### src/rtl/cpu_pkg.sv
// Shared definitions for the control unit and the HI/LO sequencer:
// sequencer state encoding and multicycle operation select codes.
package cpu_pkg;

  typedef enum logic [1:0] {
    IDLE   = 2'd0,
    LAUNCH = 2'd1,
    WAIT   = 2'd2,
    COMMIT = 2'd3
  } state_t;

  localparam logic OP_MULT = 1'b0;
  localparam logic OP_DIV  = 1'b1;

endpackage

### src/rtl/hilo_ctrl.sv
// HI/LO register bank plus launch/wait/commit sequencer for the iterative
// mult and div units; also serves mthi/mtlo and rejects divide-by-zero.
module hilo_ctrl
  import cpu_pkg::*;
#(
  parameter int W           = 32,
  parameter int MULT_CYCLES = 32,
  parameter int DIV_CYCLES  = 32
) (
  input  logic         clk,
  input  logic         reset,
  input  logic         op_start,
  input  logic         op_sel,
  input  logic [W-1:0] div_b,
  output logic         mult_ctrl,
  output logic         div_ctrl,
  input  logic [W-1:0] mult_hi,
  input  logic [W-1:0] mult_lo,
  input  logic [W-1:0] div_hi,
  input  logic [W-1:0] div_lo,
  input  logic         hi_we,
  input  logic         lo_we,
  input  logic [W-1:0] wr_data,
  output logic [W-1:0] HI,
  output logic [W-1:0] LO,
  output logic         busy,
  output logic         done,
  output logic         div_zero
);

  localparam int MAXC = (MULT_CYCLES > DIV_CYCLES) ? MULT_CYCLES : DIV_CYCLES;
  localparam int CW   = (MAXC > 1) ? $clog2(MAXC) : 1;
  localparam logic [CW-1:0] MULT_LOAD = CW'(MULT_CYCLES - 1);
  localparam logic [CW-1:0] DIV_LOAD  = CW'(DIV_CYCLES - 1);

  state_t        state, state_nxt;
  logic          op_q;
  logic [CW-1:0] cnt;
  logic          req_dz, accept;

  always_comb begin
    req_dz = 1'b0;
    accept = 1'b0;
    if (state == IDLE && op_start) begin
      req_dz = (op_sel == OP_DIV) && (div_b == '0);
      accept = !req_dz;
    end
  end

  always_comb begin
    state_nxt = state;
    case (state)
      IDLE:    if (accept) state_nxt = LAUNCH;
      LAUNCH:  state_nxt = WAIT;
      WAIT:    if (cnt == '0) state_nxt = COMMIT;
      COMMIT:  state_nxt = IDLE;
      default: state_nxt = IDLE;
    endcase
  end

  always_ff @(posedge clk or negedge reset) begin
    if (!reset) state <= IDLE;
    else        state <= state_nxt;
  end

  // WAIT lasts N cycles: loaded with N-1 in LAUNCH, exits on the 0 cycle.
  always_ff @(posedge clk or negedge reset) begin
    if (!reset) begin
      op_q <= OP_MULT;
      cnt  <= '0;
    end else begin
      if (accept) op_q <= op_sel;
      if (state == LAUNCH)
        cnt <= (op_q == OP_DIV) ? DIV_LOAD : MULT_LOAD;
      else if (state == WAIT && cnt != '0)
        cnt <= cnt - 1'b1;
    end
  end

  // Start pulses are flopped at the accepting edge so they coincide with LAUNCH.
  always_ff @(posedge clk or negedge reset) begin
    if (!reset) begin
      mult_ctrl <= 1'b0;
      div_ctrl  <= 1'b0;
      div_zero  <= 1'b0;
    end else begin
      mult_ctrl <= accept && (op_sel == OP_MULT);
      div_ctrl  <= accept && (op_sel == OP_DIV);
      div_zero  <= req_dz;
    end
  end

  always_ff @(posedge clk or negedge reset) begin
    if (!reset) begin
      HI <= '0;
      LO <= '0;
    end else if (state == COMMIT) begin
      HI <= (op_q == OP_DIV) ? div_hi : mult_hi;
      LO <= (op_q == OP_DIV) ? div_lo : mult_lo;
    end else if (state == IDLE) begin
      if (hi_we) HI <= wr_data;
      if (lo_we) LO <= wr_data;
    end
  end

  assign busy = (state != IDLE);
  assign done = (state == COMMIT);

endmodule
### config.mk
export PLATFORM = sky130hd
export DESIGN_NAME = hilo_ctrl
export DESIGN_NICKNAME = d
export VERILOG_FILES = /design/src/rtl/cpu_pkg.sv /design/src/rtl/hilo_ctrl.sv
export SDC_FILE = /design/constraint.sdc
export NUM_CORES = 1
export LEC_CHECK = 0
export CAP_MARGIN = 30
export CELL_PAD_IN_SITES_DETAIL_PLACEMENT = 0
export CELL_PAD_IN_SITES_GLOBAL_PLACEMENT = 1
export CORE_MARGIN = 1
export CORE_UTILIZATION = 28
export CTS_CLUSTER_SIZE = 16
export DETAILED_ROUTE_END_ITERATION = 10
export GPL_TIMING_DRIVEN = 0
export HOLD_SLACK_MARGIN = 0.03
export PLACE_DENSITY_LB_ADDON = 0.1
export REMOVE_ABC_BUFFERS = 1
export SYNTH_ARGS = -nofsm -noshare
export SYNTH_HDL_FRONTEND = slang
export SYNTH_SLANG_ARGS = --single-unit
export TNS_END_PERCENT = 30
### constraint.sdc
create_clock -name clk -period 2.97 [get_ports clk]
set_clock_uncertainty 0.05 [all_clocks]
set_input_delay 0.297 -clock clk [delete_from_list [all_inputs] [get_ports clk]]
set_output_delay 0.297 -clock clk [all_outputs]
set_load 0.005 [all_outputs]
# Word-level counts from Yosys, hierarchy flattened
# Cells that the tools add are included.
# W data, S select, Z words.
# totals
ff_bits,75
latch_bits,0
memories,0
in_bits,198
output_inout_bits,69
ramBits,0
mem_bits_ro,0
word_cells,48
# op_classes
n_reduce_logical,18
n_mux,15
n_eq_ne,5
magnitude_cmp,0
shift,0
div_mod_pow,0
multipliers,0
bitwise_logic,1
n_addsub,1
# ops
cell,n
$mux W32,8
$logic_not A32 Y1,1
$mux W5,2
$reduce_bool A2 Y1,5
$pmux W2 S4,1
$reduce_and A2 Y1,3
$logic_and A1 B1 Y1,5
$logic_not A5 Y1,1
$reduce_bool A5 Y1,1
$sub A5 B1 Y5 const B,1
$eq A2 B2 Y1 const B,2
$mux W2,2
$ne A2 B2 Y1 const B,2
$eq A2 B1 Y1 const B,1
$logic_not A2 Y1,1
$mux W1,2
$logic_not A1 Y1,1
$not A1 Y1,1

# Depth between registers and ports, before layout
# Gate-level depths: netlist of the first run.
# depth
ltp_word,6
mapped_depth,7
mapped_depth_nobuf,7

# Worst setup path before layout of the first run
# No wires, ideal clock.
# synth_path
path_kind,flip-flop to flip-flop
startpoint,register state[0]
endpoint,register HI[10]
required_ns,2.802
stages_incl_launch_ff,8
period_less_slack_ns,1.758
setup_ns,0.118
path_buffers,3
path_slack_ns,1.212
arrival_time_ns,1.590
path_cell_list,dfrtp_1 -> ha_1 -> buf_2 -> o21bai_1 -> clkbuf_1 -> buf_2 -> a211oi_1 -> a21o_1
# synth_between
elab_chain_len,3
word_cells_on_any_way,6
classes_between,1 x eq/ne; 1 x mux; 4 x reduce/logical
# synth_lines
item,line,text
start: declaration,hilo_ctrl.sv:36,"state_t state, state_nxt;"
start signal: assignment,hilo_ctrl.sv:63,else state <= state_nxt;
$eq A2 B2 Y1 (*),-,
via done,hilo_ctrl.sv:27,"output logic done,"
$reduce_bool A2 Y1 (no source line),-,
$reduce_and A2 Y1 (no source line),-,
end signal: assignment,hilo_ctrl.sv:98,HI <= (op_q == OP_DIV) ? div_hi : mult_hi;
end signal: assignment,hilo_ctrl.sv:101,if (hi_we) HI <= wr_data;
end: declaration,hilo_ctrl.sv:24,"output logic [W-1:0] HI,"
# Mark *: on every way through the listed nets, which the timed path passes. The rest lies on a longest branch.
# A chain may end at the register's enable or synchronous reset.

# Worst setup path in the final report of the first run
# layout_path
startpoint,register state[0]
endpoint,output done
# layout_between
elab_chain_len,1
# layout_lines
item,line,text
$eq A2 B2 Y1,hilo_ctrl.sv:107,assign done = (state == COMMIT);
end: declaration,hilo_ctrl.sv:27,
# Every way passes these cells.

==> out/results.ini, run 1 <==
[place]
gp_congestion=0.742
io_buffers=266
dpl_cell_area_um2=7090
post-dp-hpwl_um=9910
dpl.cell_count=814

[cts]
tritoncts=yes
cts.sink_count=75
clk_latency_ps=330
h-tree-depth=3
root_buffer=clkbuf_16
cts_buffers=9
clockBufferDepth=2
path_clk_slew_ps=50

[route]
vias_per_cell=4.81
wl_per_cell_um=15.5
firstDrtPassIters=4
vias=3996
routed_wl_um=12900
post-route-drc-count=0
detail-route-antenna-nets=0
drt_iter0_drc=110

[grt]
antenna_found_initial=0
grt.total_usage=0.165
grt_pass1_vias=3856
overflow=0
grt_max_degree=65
grt_pass1_wl_um=19200

[layout]
finalNetCount=846
final_cell_mix=clkdlybuf4s50_1, dfrtp_1, a21o_1, mux2i_1, a211oi_1
diodes=0
syn_to_final_growth_pct=78.5
layout_commonest_cell=clkdlybuf4s50_1
fin_cells=831
design_area_um2=7410
utilization=0.512
drive_above_1_share=0.0433

[power_and_ir_drop]
switching_power_mw=2.42
power.clock.fraction=0.164
p_comb_frac=0.562
p_leak_nw=3.27
internal-power_mw=4.50
seqPwrFrac=0.274
irDropWorstVdd_mv=0.766
power_density_nw_per_um2=935
switching_share=0.350

[timing]
hold_viol=0
worst_pin_slew_ps=771
setup_tns_ps=0
rsz0062_at_grt=false
relSlewSlack=0.482
period_share=0.833
period_needed_ps=2470
setup_viol=0
slew_viol_final=0
hold-worst-slack_ps=335
fmax_mhz=404

[critical_path]
critPathCaptureType=primary output
crit_arrival_ps=2130
path_class=register to primary output
start_kind=register
cp_max_fo=64
required_ps=2620

[logic_synthesis]
synth_edf_count=0
seq_area_frac_synth=0.452
async_flop_share=1.00
syn-cell-area_um2=4150
yosys_most_used_dff=dfrtp_1
ys_ff_latch=75
ys.warnings.count=0
ys_types=30
synth.avg_cell_area_um2=10.6
netlist_instances=390

[worst_hold_path]
min_path_type=input pin to async pin

[floorplanning]
core_area_um2=14500
fp.dieW_um=124
rows=44
dieArea_um2=15300
ios=267
initial_core_util=0.287
die_h_um=124

[job]
cap_violations=0

[status]
status=complete, no violations

==> area by class of cell <==
| cell class | count | area, um^2 |
|---|---|---|
| clock inverter | 2 | 60.1 |
| sequential | 75 | 1880 |
| clock buffer | 14 | 244 |
| multi-input combinational | 278 | 2150 |
| inverter | 5 | 18.8 |
| tap | 184 | 230 |
| timing repair buffer | 273 | 2820 |
| fill | 1332 | 7070 |
==> synthesized netlist by cell type (2+ instances only) <==
cell type / instances / area, um^2
clkbuf_1: 13 / 48.8
a21o_1: 66 / 495
buf_2: 12 / 60.1
nand2b_1: 2 / 12.5
ha_1: 6 / 75.1
nor2_1: 40 / 150
nand3_1: 2 / 10.0
nand2_1: 5 / 18.8
a211oi_1: 64 / 480
buf_1: 7 / 26.3
inv_1: 5 / 18.8
nor4_2: 3 / 37.5
o31ai_1: 2 / 15.0
nor4_1: 5 / 31.3
o21bai_1: 4 / 30.0
a211o_1: 2 / 17.5
mux2i_1: 64 / 641
dfrtp_1: 75 / 1880
a21oi_1: 2 / 10.0
==> sequential cells by signal, summed over array words and instances (netlist names) <==
name	cells
HI	32
state	2
div_ctrl	1
mult_ctrl	1
LO	32
cnt	5
op_q	1
div_zero	1
==> cell families after synthesis <==
kind of cell	Yosys count	share of synthesized area
buffers and inverters	37	0.0371
AND/OR/NAND/NOR	64	0.0775
adder cells (fa/ha/maj)	6	0.0181
multiplexers	64	0.154
AO/OA/AOI/OAI	143	0.258
XOR/XNOR	1	0.00211
flip-flops	75	0.452
==> power by group through the flow <==
stage | logic [mW] | registers, mW | clock network (mW)
2_1_floorplan | 1.92 | 1.98 | 0
3_3_place_gp | 3.70 | 1.97 | 0
3_5_place_dp | 3.97 | 1.92 | 0
4_1_cts | 3.98 | 1.90 | 1.18
5_1_grt | 4.25 | 1.96 | 1.22
6_report | 3.89 | 1.90 | 1.14
==> routing by layer <==
layer | track usage | share of wire
met3 | 0.0389 | 0.085
met1 | 0.194 | 0.41
met2 | 0.291 | 0.49
met4 | 0.0580 | 0.014
met5 | 0 | 0
==> worst max-delay path, cell delays in order, from the launching register on <==
cell             delay [ps]
dfrtp_1                 430
ha_4                    460
buf_16                  290
clkdlybuf4s50_1         560
==> repair_timing <==
action                                 4_1_cts  5_1_grt
hold buffers                                 1        0
gates resized for setup                      0        0
endpoints found under the hold margin       15        0
setup buffers                                0        0
==> metrics by stage <==
stage	setup slack, ps	total power [mW]
CTS	467	7.06
detailed placement	794	5.88
global route	405	7.43
finish	497	6.92
global placement	-4730	5.67
floorplan	-1660	3.90
==> worst paths after layout <==
| check | start | to | slack [ps] | cells after the start |
|---|---|---|---|---|
| worst min register to register | LO[19] | LO[19] | 420 | 1 |
| max in group asynchronous | reset | op_q | 1940 | 3 |
| worst min-delay path | reset | HI[8] | 330 | 2 |
| worst max register to register | state[0] | LO[15] | 810 | 6 |
| min in group clk | LO[19] | LO[19] | 420 | 1 |
| worst max-delay path | state[0] | done | 500 | 3 |
Note: power is estimated with default switching activity, not from simulation.
==> run 2: changes to the inputs <==
--- a/config.mk
+++ b/config.mk
@@ -9,7 +9,7 @@
 export CELL_PAD_IN_SITES_DETAIL_PLACEMENT = 0
 export CELL_PAD_IN_SITES_GLOBAL_PLACEMENT = 1
 export CORE_MARGIN = 1
-export CORE_UTILIZATION = 28
+export CORE_UTILIZATION = 24
 export CTS_CLUSTER_SIZE = 16
 export DETAILED_ROUTE_END_ITERATION = 10
 export GPL_TIMING_DRIVEN = 0
==> constraint.sdc (replaced) <==
create_clock -name clk -period 2 [get_ports clk]
set_clock_uncertainty 0.05 [all_clocks]
set_input_delay 0.2 -clock clk [delete_from_list [all_inputs] [get_ports clk]]
set_output_delay 0.2 -clock clk [all_outputs]
set_load 0.005 [all_outputs]
==> run 2 against run 1 <==
Compared with the run above:
- core utilization decreased by 5.9 points
- sequential power increased by 45%
- wire length increased by 24%
- die area increased by 16%
- sequential share of layout area decreased by 0.61 points
- sequential cell count unchanged
- worst hold slack got worse by 71 ps
- via count increased by 4.4%
- register-to-register slack got worse by 660 ps
==> out/results.ini, run 2 (synthesized netlist as in run 1, its figures left out) <==
[status]
status=complete, no violations

[floorplanning]
rows=47
initial_core_util=0.248
ios=267
dieArea_um2=17800
core_area_um2=16800
die_h_um=133
fp.dieW_um=133

[place]
gp_congestion=0.734
post-dp-hpwl_um=10700
io_buffers=266

[route]
wl_per_cell_um=18.3
routed_wl_um=16100
post-route-drc-count=0
drt_iter0_drc=149
firstDrtPassIters=4
detail-route-antenna-nets=0
vias_per_cell=4.76
vias=4170

[timing]
period_needed_ps=1890
setup_viol=0
setup_tns_ps=0
worst_pin_slew_ps=877
relSlewSlack=0.415
slew_viol_final=0
rsz0062_at_grt=false
period_share=0.944
hold_viol=0
fmax_mhz=530

[grt]
grt_max_degree=53
grt.total_usage=0.176
grt_pass1_wl_um=23700
antenna_found_initial=0
overflow=0
grt_pass1_vias=4289

[cts]
cts_buffers=9
path_clk_slew_ps=60
h-tree-depth=3
clk_latency_ps=350
tritoncts=yes
clockBufferDepth=2
cts.sink_count=75
root_buffer=clkbuf_16

[critical_path]
critPathCaptureType=primary output
path_class=register to primary output
required_ps=1750
start_kind=register
cp_max_fo=7
crit_arrival_ps=1640

[power_and_ir_drop]
irDropWorstVdd_mv=1.00
p_leak_nw=3.35
total_power_mw=10.9
power_density_nw_per_um2=1430

[job]
cap_violations=0

[layout]
final_cell_mix=clkdlybuf4s50_1, dfrtp_1, a21o_1, mux2i_1, a211oi_1
drive_above_1_share=0.0671
utilization=0.453
layout_commonest_cell=clkdlybuf4s50_1
diodes=0
reg_top3=HI (32), LO (32), cnt (5)
finalNetCount=855
syn_to_final_growth_pct=83.0

[worst_hold_path]
min_path_type=input pin to async pin

run 2: cell count changes in the layout (fill, tap and decap cells not counted), moves of 2 or more:
cell,change
buf_12,+3
buf_16,-2
buf_4,+4
clkbuf_1,-4
clkinv_2,+4
o21bai_2,+2
run 2: repair_timing:
| item | in CTS | in global routing |
|---|---|---|
| gates cloned | 3 | 1 |
| hold endpoints to repair | 23 | 0 |
| buffers inserted | 3 | 3 |
| resized for setup | 2 | 3 |
| hold buffers | 1 | 0 |
| endpoints found under the setup margin | 67 | 32 |
| pin swaps | 2 | 1 |
run 2: metal layers:
metal  up-vias  routed length, um  global-route usage
met5         -                  0                   0
met4         0                167              0.0410
met3        17               1060              0.0540
met2       157               8100               0.306
met1      1997               6740               0.211
li1       1999                  -                   -
run 2: per-stage QoR:
stage                     hold WS, ps  setup WS (ps)  cells  area, um^2
after floorplan                  -146          -2630    358        4010
after global routing              286           25.0    876        7590
after global placement            410          -6000    844        6950
final                             263            112    876        7590
after detailed placement         88.6           -460    849        7100
after CTS                         272           -227    872        7520
run 2: where the power goes:
group	total [mW]	leakage, nW	internal [mW]	switching (mW)
sequential	2.76	0.903	2.29	0.474
combinational	6.39	2.29	3.52	2.87
clock	1.73	0.156	1.08	0.646
total	10.9	3.35	6.89	3.99
run 2: final cells by class:
class / instances / area, um^2
Fill cell: 1571 / 9170
Multi-Input combinational cell: 280 / 2190
Timing Repair Buffer: 280 / 2920
Clock buffer: 10 / 229
Inverter: 5 / 18.8
Clock inverter: 6 / 80.1
Sequential cell: 75 / 1880
Tap cell: 220 / 275
run 2: critical path, cell delays in order (launching register included):
cell and delay [ps]:
dfrtp_2 440, inv_1 160, ha_4 200, inv_1 50
clkdlybuf4s50_1 450
run 2: worst paths after layout:
kind	from	end	slack, ps	depth (start not counted)
min in group clk	op_sel	mult_ctrl	410	2
setup reg to reg	state[1]	LO[31]	150	4
hold reg to reg	LO[15]	LO[15]	420	1
setup / recovery	state[1]	busy	110	4
hold / removal	reset	HI[13]	260	2
max in group asynchronous	reset	op_q	1030	3
==> run 3: changes to the inputs <==
--- a/config.mk
+++ b/config.mk
@@ -16,6 +16,7 @@
 export HOLD_SLACK_MARGIN = 0.03
 export PLACE_DENSITY_LB_ADDON = 0.1
 export REMOVE_ABC_BUFFERS = 1
+export SLEW_MARGIN = 20
 export SYNTH_ARGS = -nofsm -noshare
 export SYNTH_HDL_FRONTEND = slang
 export SYNTH_SLANG_ARGS = --single-unit
==> run 3 against run 2 <==
Compared with the run above:
- sequential power barely moved
- clock power rose by 3%
- fmax fell by 0.81%
- sequential share of layout area fell by 0.30 points
==> out/results.ini, run 3 (synthesized netlist as in run 1, its figures left out) <==
[job]
cap_violations=0

[critical_path]
path_depth=8
path_class=register to register
slowest_stage=dfrtp_2
cpMostUsedCell=buf_16
cp_max_fo=20
ff2ff_path_depth=8
crit_arrival_ps=2080
crit_family=buffers and inverters
slowest_delay_ps=450
start_kind=register
worstPathCellList=ha_4, buf_4, o21bai_4, buf_16, buf_16, buf_16, a211oi_1, a21o_1
required_ps=2180
path_buf_inv=4
critPathCaptureType=register

[timing]
slew_viol_final=0
period_share=0.952
hold_viol=0
relSlewSlack=0.652
timing.final.ws_setup_ps=96.7
fmax_mhz=525
worst_pin_slew_ps=519
period_needed_ps=1900
setup_viol=0
setup_tns_ps=0
rsz0062_at_grt=false

[route]
detail-route-antenna-nets=0
routed_wl_um=15100
vias_per_cell=4.70
drt_iter0_drc=101
firstDrtPassIters=4
vias=4126
post-route-drc-count=0
wl_per_cell_um=17.2

[cts]
path_clk_slew_ps=60
cts_buffers=9
clockBufferDepth=2
h-tree-depth=3
cts.sink_count=75
clk_latency_ps=340
tritoncts=yes
root_buffer=clkbuf_16

[power_and_ir_drop]
p_leak_nw=3.39
switching_share=0.354
total_power_mw=11.1
internal-power_mw=7.15
power.clock.fraction=0.162
p_comb_frac=0.587
switching_power_mw=3.91
power_density_nw_per_um2=1440
seqPwrFrac=0.251
irDropWorstVdd_mv=0.793

[grt]
antenna_found_initial=0
overflow=0
grt.total_usage=0.169
grt_max_degree=53
grt_pass1_wl_um=23100
grt_pass1_vias=4225

[status]
status=complete, no violations

[layout]
syn_to_final_growth_pct=85.4
design_area_um2=7690
diodes=0
layout_commonest_cell=clkdlybuf4s50_1
final_cell_mix=clkdlybuf4s50_1, dfrtp_1, a21o_1, mux2i_1, a211oi_1
drive_above_1_share=0.0790
fin_cells=878
reg_top3=HI (32), LO (32), cnt (5)
finalNetCount=857

[place]
io_buffers=266
post-dp-hpwl_um=10800
post-place-ws_ps=-242
gp_congestion=0.734
dpl_cell_area_um2=7190
dpl.cell_count=852

[floorplanning]
core_area_um2=16800
die_h_um=133
ios=267
rows=47
dieArea_um2=17800
initial_core_util=0.248
fp.dieW_um=133

[worst_hold_path]
min_path_type=input pin to async pin

-- run 3: area by class of cell --
class                           count  area (um^2)
Fill cell                        1535         9070
Tap cell                          220          275
Clock buffer                       12          256
Multi-Input combinational cell    278         2190
Sequential cell                    75         1880
Inverter                            5         18.8
Clock inverter                      4         72.6
Timing Repair Buffer              284         3000
-- run 3: timing repair --
action | CTS | global route
buffers inserted | 7 | 1
pin swaps | 1 | 1
resized for setup | 5 | 5
hold buffers | 1 | 0
endpoints found under the hold margin | 23 | 0
setup endpoints to repair | 20 | 12
cloned | 1 | 0
-- run 3: metal layers --
layer  track usage  part of all wire  up-vias
met5             0                 0        -
met4        0.0379            0.0081        0
met3        0.0506             0.074       10
met2         0.307              0.51      162
met1         0.193              0.41     1951
li1              -                 -     2003
-- run 3: per-stage QoR --
step                utilization  hold WS, ps
floorplan                     -         -146
global placement          0.415          410
detailed placement        0.429         89.7
CTS                       0.457          267
global route              0.459          294
finish                    0.459          269
-- run 3: power groups by stage --
| stage | Sequential, mW | Combinational [mW] | Clock, mW |
|---|---|---|---|
| after global routing | 2.86 | 7.06 | 1.92 |
| final | 2.77 | 6.49 | 1.79 |
| after detailed placement | 2.86 | 6.08 | 0 |
| after floorplan | 2.94 | 2.85 | 0 |
| after CTS | 2.84 | 6.46 | 1.86 |
| after global placement | 2.87 | 4.82 | 0 |
-- run 3: final timing paths --
check | from | end | slack, ps
worst min register to register | HI[15] | HI[15] | 420
min in group clk | op_sel | mult_ctrl | 420
max in group asynchronous | reset | op_q | 1010
worst min-delay path | reset | HI[13] | 270
worst max register to register | state[1] | LO[20] | 100
worst max-delay path | state[1] | LO[20] | 100
-- run 3: worst register-to-register path: stages, from the launching register on --
cell and delay [ps]:
dfrtp_2 450, ha_4 220, buf_4 150, o21bai_4 190, buf_16 180, buf_16 160, buf_16 160, a211oi_1 70
a21o_1 160
